<file path="src/rtl/spw_rx_credit_fifo.sv">
// rtl/spw_rx_credit_fifo.sv - SpaceWire receive N-char FIFO with link credit tracking and FCT requests
module spw_rx_credit_fifo #(
    parameter int DEPTH   = 64,
    parameter int DATA_W  = 9,
    parameter int HOLDOFF = 16
) (
    input  logic                       pclk,
    input  logic                       resetn,
    input  logic                       link_up,
    input  logic                       wr_en,
    input  logic [DATA_W-1:0]          wr_data,
    input  logic                       rd_en,
    output logic [DATA_W-1:0]          rd_data,
    output logic                       rd_valid,
    output logic [$clog2(DEPTH):0]     fifo_count,
    output logic                       send_fct_now,
    output logic                       credit_error,
    output logic                       overflow
);

    localparam int PTR_W      = $clog2(DEPTH);
    localparam int CNT_W      = PTR_W + 1;
    localparam int HO_W       = $clog2(HOLDOFF + 1);
    localparam int FCT_CREDIT = 8;

    logic [DATA_W-1:0] mem [DEPTH];
    logic [PTR_W-1:0]  wr_ptr;
    logic [PTR_W-1:0]  rd_ptr;
    logic [CNT_W-1:0]  count;
    logic [5:0]        credit;
    logic [HO_W-1:0]   holdoff;

    logic empty;
    logic full;
    logic do_pop;
    logic do_write;
    logic credit_avail;
    logic room_for_fct;
    logic fct_issue;

    assign empty        = (count == '0);
    assign full         = (count == CNT_W'(DEPTH));
    assign do_pop       = rd_en && !empty;
    // A full FIFO still accepts a write when the same cycle frees a slot.
    assign do_write     = wr_en && (!full || do_pop);
    assign credit_avail = (credit != 6'd0);

    // Grant more credit only if the partner could never overrun the buffer with it.
    assign room_for_fct = (32'(count) + 32'(credit) + 32'(FCT_CREDIT)) <= 32'(DEPTH);
    assign fct_issue    = link_up && (holdoff == '0) && (credit <= 6'd48) && room_for_fct;

    assign rd_valid   = !empty;
    assign rd_data    = empty ? '0 : mem[rd_ptr];
    assign fifo_count = count;

    always_ff @(posedge pclk) begin
        if (do_write) begin
            mem[wr_ptr] <= wr_data;
        end
    end

    always_ff @(posedge pclk or negedge resetn) begin
        if (!resetn) begin
            wr_ptr   <= '0;
            rd_ptr   <= '0;
            count    <= '0;
            overflow <= 1'b0;
        end else begin
            if (do_write) begin
                wr_ptr <= wr_ptr + PTR_W'(1);
            end
            if (do_pop) begin
                rd_ptr <= rd_ptr + PTR_W'(1);
            end
            if (do_write && !do_pop) begin
                count <= count + CNT_W'(1);
            end else if (do_pop && !do_write) begin
                count <= count - CNT_W'(1);
            end
            if (wr_en && !do_write) begin
                overflow <= 1'b1;
            end
        end
    end

    always_ff @(posedge pclk or negedge resetn) begin
        if (!resetn) begin
            credit       <= '0;
            holdoff      <= '0;
            send_fct_now <= 1'b0;
            credit_error <= 1'b0;
        end else begin
            send_fct_now <= fct_issue;
            credit_error <= wr_en && !credit_avail;
            if (!link_up) begin
                credit  <= '0;
                holdoff <= '0;
            end else begin
                credit <= credit - {5'd0, (wr_en && credit_avail)}
                                 + (fct_issue ? 6'(FCT_CREDIT) : 6'd0);
                // Reload with HOLDOFF-1 so consecutive pulses land exactly HOLDOFF cycles apart.
                if (fct_issue) begin
                    holdoff <= HO_W'(HOLDOFF - 1);
                end else if (holdoff != '0) begin
                    holdoff <= holdoff - HO_W'(1);
                end
            end
        end
    end

endmodule
</file>
<file path="config.mk">
export PLATFORM = sky130hd
export DESIGN_NAME = spw_rx_credit_fifo
export DESIGN_NICKNAME = d
export VERILOG_FILES = /design/src/rtl/spw_rx_credit_fifo.sv
export SDC_FILE = /design/constraint.sdc
export NUM_CORES = 1
export LEC_CHECK = 0
export ABC_AREA = 1
export BUFFER_PORTS_ARGS = -buffer_cell sky130_fd_sc_hd__buf_2
export CAP_MARGIN = 20
export CORE_UTILIZATION = 40
export CTS_CLUSTER_DIAMETER = 150
export DETAILED_ROUTE_END_ITERATION = 12
export GPL_ROUTABILITY_DRIVEN = 1
export PLACE_DENSITY = 0.67
export SYNTH_ARGS = -nofsm -noshare
export SYNTH_HDL_FRONTEND = slang
export SYNTH_SLANG_ARGS = --single-unit
</file>
<file path="constraint.sdc">
create_clock -name pclk -period 3.23 [get_ports pclk]
set_clock_uncertainty 0.1 [all_clocks]
set_input_delay 0.646 -clock pclk [delete_from_list [all_inputs] [get_ports pclk]]
set_output_delay 0.646 -clock pclk [all_outputs]
set_load 0.05 [all_outputs]
</file>
# == Word level (Yosys, flattened, before mapping) ==
# Memories as Yosys holds them, arrays and structs flattened.
# Cells that the tools add are included.
# classes
n_eq_ne,2
add_sub_neg,9
reduce_logical,21
mux,10
n_lt_le_gt_ge,2
# ops
op,n
$mux 5,3
$mux 7,2
$add 6x1->6 const B,2
$logic_and 1x1->1,10
$add 8x4->9 const B,1
$le 9x7->1 const B,1
$mux 9,1
$add 7x6->8,1
$add 7x1->7 const B,1
$eq 7x7->1 const B,1
$logic_not 7->1,1
$sub 7x1->7 const B,1
$add 6x4->6,1
$le 6x6->1 const B,1
$mux 6,1
$reduce_bool 6->1,1
$sub 6x1->6,1
$logic_not 1->1,5
$logic_not 5->1,1
$reduce_bool 5->1,1
$sub 5x1->5 const B,1
$mux 4,1
$ne 3x1->1 const B,1
$mux 1,2
2 further kinds,2
# word_totals
register_bits,33
output_inout_bits,20
mem_bits_rw,576
n_memories,1
wordCells,53
input_bits,14
# mem_list
name,depth,word_bits,read_ports,rd_ports_with_merged_regs,write_ports,line_no,rtl
mem,64,9,1,0,1,26,logic [DATA_W-1:0] mem [DEPTH];

# == Longest topological paths before layout ==
# Gate-level depths: netlist of the first run.
# logic_depth
ltp_word,9
ltp_mapped,20
ltp_nobuf,20

# == Worst setup path after synthesis of the first run ==
# OpenSTA, ideal clock, no wires.
# synth_path
path_type,register to register
start,"register count[1], in the netlist fifo_count[1]"
end,register credit[5]
period_less_slack_ns,3.459
setup_time_ns,0.077
required_time_ns,3.053
slack_ns,-0.229
stages_incl_launch_ff,20
arrival_time_ns,3.282
cell_sequence,dfrtp_1 ha_1 ha_1 inv_1 fa_1 inv_1 nor2_1 nand2_1 a21oi_1 nand3_1 nand2_1 nand2_1 ha_1 inv_1 ha_1 inv_1 nor3_1 a211oi_1 o21ai_0 a21oi_1
# synth_between
elab_chain_cells,7
# synth_rtl
element,line_no,rtl
"start, declared",29,logic [CNT_W-1:0] count;
"start signal, assigned",76,count <= count + CNT_W'(1);
"start signal, assigned",78,count <= count - CNT_W'(1);
$add 7x6->8,49,assign room_for_fct = (32'(count) + 32'(credit) + 32'(FCT_CREDIT)) <= 32'(DEPTH);
$add 8x4->9,49,
$le 9x7->1,49,
$logic_and 1x1->1,50,assign fct_issue = link_up && (holdoff == '0) && (credit <= 6'd48) && room_for_fct;
$mux 4,100,+ (fct_issue ? 6'(FCT_CREDIT) : 6'd0);
$add 6x4->6,100,
$mux 6,95,if (!link_up) begin
"end signal, assigned",99,"credit <= credit - {5'd0, (wr_en && credit_avail)}"
"end, declared",30,logic [5:0] credit;
# No other way between the ends.
# A chain may end at the register's enable or synchronous reset.

# == Worst setup path after layout of the first run ==
# layout_path
start,register rd_ptr[0]
end,output port rd_data[0]
# layout_between
elab_chain_cells,2
# layout_rtl
element,line_no,rtl
"start, declared",28,logic [PTR_W-1:0] rd_ptr;
"start signal, assigned",73,rd_ptr <= rd_ptr + PTR_W'(1);
$mem_v2 64x9,--,
$mux 9,53,assign rd_data = empty ? '0 : mem[rd_ptr];
"end, declared",13,"output logic [DATA_W-1:0] rd_data,"
# No other way between the ends.

==> metrics, run 1 <==
vias per inst 5.35; antenna-violating nets left 0; Final Non-Filler Cells between 3,000 and 4,000; Vias ~18,000; Iteration-0 DRC Markers ~2,000; Max-slew headroom 27.1%; fin area 31,500 sq um; Max Cap Viol 0; worst slew pin tran ~1.1 ns; Sequential Area 18,100 sq um; outcome finished, violations left; clock-pin slew on the worst setup and hold paths approximately 0.06 ns; RSZ-0062 raised after global routing yes; crit path DAT 2.80 ns; syn avg cell area approximately 11 sq um; failing checks negative setup slack; final core occ 49.1%; endpoints failing setup 9; CTS tree built; area grow syn2layout 21.4%; Tmin final roughly 3.5 ns; final hold vios 0; most frequent cells in the layout 605 x nand2_1, 576 x edfxtp_1, 340 x nor2_1; reg2reg setup slack about 0.15 ns; Placed Cells about 3,200; vias in the first global route around 17,000; die height 257 um; Mapped Cells around 2,400; Setup TNS -2.64 ns; Worst Path Class, Setup flip-flop to output port; Fill cells 5,567; Synth top area share around 67%; post-synth top area cell edfxtp_1; Skew-Pair Late Insertion Delay ~0.62 ns; CP Cell Sequence buf_6 -> buf_12 -> buf_16 -> nand2_1 -> nand2_1 -> nand2_1 -> nand3_1 -> nand3_1 -> nand2_2 -> nand3_2 -> a21oi_4 -> buf_6; Max VDD drop between 600 and 700 uV; Die X-Extent approximately 260 um; nets@finish between 2,000 and 3,000; CP endpoint kind output port; Die ar. 65,900 sq um; GPL Wtd Cong slightly above 0.9; gr ovfl total 0; YS warnings 0; Routed WL per cell ~21 um; Critical Path Start Type flip-flop; CTS Hold Bufs 0; drt first pass iters 6; post-synthesis sequential area ratio 69.8%; Leak Pwr approximately 0.012 uW; HP Class input pin to async pin; initial antenna violation count 0; final setup margin -0.318 ns; total CTS buffers 67; area of the multi-input gates 7370 sq um; CTS Sinks 609; row count just over 90; CTS root buffer clkbuf_16; f_max between 200 and 300 MHz; Post-Syn Nets roughly 2,400; netlist area before placement roughly 26,000 sq um; IO Count 34; area post-placement roughly 27,000 sq um; PortBufs 33; commonest non-fill, non-tap cell in the layout nand2_1; final WL 70,600 um; global-route wire length before repair between 100,000 and 150,000 um; Area contributors post-synth edfxtp_1 67%, nand2_1 9.2%, nor2_1 5.3%; Slew Viols, Final 0; number of distinct library cells after synthesis 32; CP dominant cell by count nand2_1; period utilization 110%; GRT Total Usage 20.7%; DRC viols 0; share of cells above drive strength 1 around 17%; initial core utilization 40.4%; overall power roughly 31,000 uW; CP peak stage delay just over 0.5 ns; #FFs+latches synth a little over 600; CTS max path bufs 3; Worst Path Max Fanout 7; largest net degree at the start of global routing 90; DP Wirelength about 40,000 um; required time worst endpoint 2.48 ns; H-tree levels 3; CP bufs+invs 4; power per cell area a little under 1000 nW/um^2; slowest CP cell dfrtp_4; CP delay by family, top simple AND/OR/NAND/NOR gates; area of the core between 60,000 and 70,000 sq um
logic make-up after synthesis:
logic type      synth area share (%)
xor+xnor                       0.540
fa+ha+maj                       1.63
compound gates                  4.15
mux                           0.0434
buf+inv                         4.07
simple gates                    19.7
flops                           69.8
metal layers:
layer | wire, um | share of wire (%) | track usage (%)
met1 | 28400 | 40 | 27.6
met2 | 33400 | 47 | 33.3
met3 | 6130 | 8.7 | 3.99
met4 | 2660 | 3.8 | 8.45
met5 | 0 | 0 | 0
where the power goes:
part / leakage, uW / switching [uW] / internal [uW] / total (uW)
combinational: 0.00514 / 8770 / 5090 / 13900
sequential: 0.00558 / 315 / 9110 / 9430
clock: 0.00111 / 3200 / 4630 / 7830
stage by stage:
stage	setup slack [ns]	hold WS [ns]
after CTS	-0.284	0.0397
after global placement	-0.00248	0.352
after floorplan	0.00154	0.250
after detailed placement	0.0391	0.370
final	-0.318	0.0404
after global routing	-0.402	0.0899
cell usage after synthesis, drive strengths merged:
master and count:
nand2 635, edfxtp 576, nor2 368, nand3 227, o21ai 142, inv 108
buf 81, a21oi 57, clkbuf 39, dfrtp 33, ha 29, or2 18
xor2 12, nand4 9, o211ai 8, nor3 7, xnor2 4, clkinv 3
fa 3, a211oi 1, mux2 1, nand3b 1, nor4 1, o21bai 1
o22ai 1
final cells by class:
cell class | instances | share of cell area, %
sequential | 609 | 57.5
timing repair inverter | 2 | 0.123
clock buffer | 75 | 5.48
tap | 855 | 3.39
inverter | 111 | 1.43
timing repair buffer | 156 | 6.93
multi-input combinational | 1525 | 23.4
clock inverter | 47 | 1.70
antenna | 1 | 0.00794
registers in the layout, summed over array words and instances, names as in the netlist:
name          flops
overflow          1
rd_ptr            6
wr_ptr            6
mem             576
fifo_count        7
send_fct_now      1
credit            6
holdoff           5
credit_error      1
what timing repair did:
item,4_1_cts,5_1_grt
buffers inserted,12,1
gates cloned,15,18
pin swaps,24,88
setup endpoints to repair,9,11
resized for setup,130,108
worst paths after layout:
path                                                start                      to  cells after the start
worst min register to register       overflow$_DFFE_PN0P_    overflow$_DFFE_PN0P_                      1
min in group pclk                                   wr_en  credit_error$_DFF_PN0_                      3
max in group asynchronous                          resetn   rd_ptr[1]$_DFFE_PN0P_                      1
worst max-delay path                rd_ptr[0]$_DFFE_PN0P_              rd_data[0]                     12
worst max register to register  fifo_count[1]$_DFFE_PN0P_     credit[4]$_DFF_PN0_                     19
worst min-delay path                               resetn  holdoff[1]$_DFFE_PN0P_                      1
(Power assumes the default switching activity.)
==> run 2, diff against run 1 <==
- CORE_MARGIN: not set -> 2
- SETUP_SLACK_MARGIN: not set -> 0.1
==> run 2 against run 1 <==
  * The flow still finishes with violations (negative setup slack)
  * Global-route usage fell by 0.85 points
  * Sequential power barely moved
  * Non-clock buffer count decreased by 35
  * Cell count down 1.5%
  * Setup slack got worse by 0.028 ns
  * Largest power group unchanged
==> metrics, run 2 (synthesis results as in run 1) <==
Max-slew headroom 28.7% (+1.6 points); Worst Path Class, Setup flip-flop to output port; period utilization 111% (+0.87 points); Slew Viols, Final 0 (unchanged); Placed Cells 3,209 (-0.093%); Tmin final 3.58 ns (+0.0281 ns); total CTS buffers 61 (-9.0%); Routed WL per cell 20.2 um (-3.3%); area of the multi-input gates 6990 sq um (-5.2%); required time worst endpoint 2.48 ns (about the same); most frequent cells in the layout 624 x nand2_1, 576 x edfxtp_1, 359 x nor2_1; largest net degree at the start of global routing 68 (-24%); CP Cell Sequence buf_12 -> bufbuf_16 -> nor2_1 -> nor2_1 -> o21ai_0 -> a21oi_1 -> nor2_1 -> nand2_1 -> nand3_2 -> a21oi_2 -> buf_6; area grow syn2layout 15.2%; CTS tree built; commonest non-fill, non-tap cell in the layout nand2_1; dpl ws 0.0891 ns (+0.0500 ns); final setup margin -0.347 ns (-0.0281 ns); Fill cells 5,739 (+3.1%); IO Count 34 (unchanged); drt first pass iters 6 (unchanged); DRC viols 0 (unchanged); slowest CP cell dfrtp_4; Setup TNS -2.83 ns (-0.189 ns); Iteration-0 DRC Markers 1,857 (-7.2%); worst slew pin tran 1.07 ns (-0.0234 ns); HP Class input pin to async pin; final hold vios 0 (unchanged); CTS root buffer clkbuf_16; Leak Pwr 0.0111 uW (-5.8%); CP peak stage delay 0.56 ns (+0.05 ns); global-route wire length before repair 102,000 um (-2.1%); f_max 280 MHz (-0.79%); CTS Sinks 609 (unchanged); Die ar. 66,900 sq um (+1.6%); die height 259 um (+0.78%); endpoints failing setup 9 (unchanged); RSZ-0062 raised after global routing yes; final WL 67,300 um (-4.7%); nets@finish 2,475 (-1.7%); vias in the first global route 16,900 (-2.8%); failing checks negative setup slack; Worst Path Max Fanout 7 (unchanged); row count 93 (unchanged); initial core utilization 40.3% (-0.073 points); max FFs per register 576 (unchanged); share of cells above drive strength 1 11.4% (-5.1 points); Skew-Pair Late Insertion Delay 0.63 ns (about the same); Max Cap Viol 0 (unchanged); Vias 17,500 (-3.1%); Final Non-Filler Cells 3,330 (-1.5%); Die X-Extent 259 um (+0.78%); number of inserted diodes 0 (-1); Top reg by flops mem; crit path DAT 2.83 ns (+0.03 ns); PortBufs 33 (unchanged); clock-pin slew on the worst setup and hold paths 0.07 ns (about the same); initial antenna violation count 0 (unchanged); Max VDD drop 663 uV (+8.2%); outcome finished, violations left; gr ovfl total 0 (unchanged); CTS max path bufs 3 (unchanged); power per cell area 934 nW/um^2 (-5.4%); GRT Total Usage 19.9% (-0.85 points); area of the core 64,300 sq um (+0.18%); CP dominant cell by count nor2_1; Sequential Area 18,100 sq um (unchanged); antenna-violating nets left 0 (unchanged); DP Wirelength 41,300 um (+3.0%); vias per inst 5.26 (-1.7%); CP endpoint kind output port; H-tree levels 2 (-1); GPL Wtd Cong 0.893 (-2.0%); Critical Path Start Type flip-flop
==> run 2: changes by cell type in the layout (fill, tap and decap cells not counted), sizes merged <==
cell | previous run | this run
clkbuf | 91 | 75
clkinv | 36 | 28
diode | 1 | 0
bufbuf | 2 | 5
bufinv | 9 | 5
clkinvlp | 4 | 3
buf | 138 | 115
inv | 111 | 110
==> run 2: area by class of cell <==
cell class / count / share of cell area, %
sequential: 609 / 60.7
multi-input combinational: 1525 / 23.4
clock buffer: 74 / 5.27
timing repair buffer: 121 / 4.61
tap: 855 / 3.58
inverter: 111 / 1.46
clock inverter: 35 / 1.03
==> run 2: through the flow <==
stage,total power [uW],utilization [%],hold slack (ns),instance area (sq um)
after floorplan,16600,-,0.250,26000
after global placement,19800,42.7,0.359,27500
after detailed placement,20000,42.7,0.358,27500
after CTS,27700,46.3,0.0267,29800
after global routing,29300,46.5,0.0904,29900
final,27900,46.5,0.0404,29900
==> run 2: critical path: cells and delay by family (launching register included) <==
kind	cells	cell delay, ns
AOI/OAI and AO/OA	3	0.56
buffers and inverters	3	0.67
DFF	1	0.56
and+or+nand+nor	5	0.42
==> run 2: what timing repair did <==
| action | 4_1_cts | 5_1_grt |
|---|---|---|
| hold buffers | 0 | 0 |
| gates cloned | 5 | 2 |
| endpoints found under the setup margin | 11 | 22 |
| pin swaps | 11 | 8 |
| buffers inserted | 4 | 1 |
| endpoints found under the hold margin | 0 | 0 |
| gates resized for setup | 66 | 17 |
==> run 2: final timing paths <==
kind                                                start                      to  slack [ns]  cells after the start
worst min-delay path                               resetn  credit_error$_DFF_PN0_        0.04                      1
min in group pclk                                   wr_en  credit_error$_DFF_PN0_        0.18                      3
worst max-delay path                rd_ptr[0]$_DFFE_PN0P_              rd_data[5]       -0.35                     11
worst max register to register  fifo_count[1]$_DFFE_PN0P_     credit[5]$_DFF_PN0_        0.16                     19
max in group asynchronous                          resetn   rd_ptr[0]$_DFFE_PN0P_        2.30                      1
worst min register to register       overflow$_DFFE_PN0P_    overflow$_DFFE_PN0P_        0.38                      1
==> run 2: metal layers <==
metal	global-route usage [%]	vias to the layer above	routed length, um
li1	-	8175	-
met1	28.1	8470	28000
met2	31.6	750	31700
met3	2.82	113	5620
met4	6.86	0	1940
met5	0	-	0
==> run 2: power by group <==
| part | total [uW] | leakage [uW] | internal (uW) | switching (uW) |
|---|---|---|---|---|
| combinational | 11700 | 0.00464 | 3900 | 7760 |
| sequential | 9440 | 0.00558 | 9110 | 335 |
| clock | 6800 | 0.000919 | 3850 | 2950 |
| total | 27900 | 0.0111 | 16900 | 11000 |
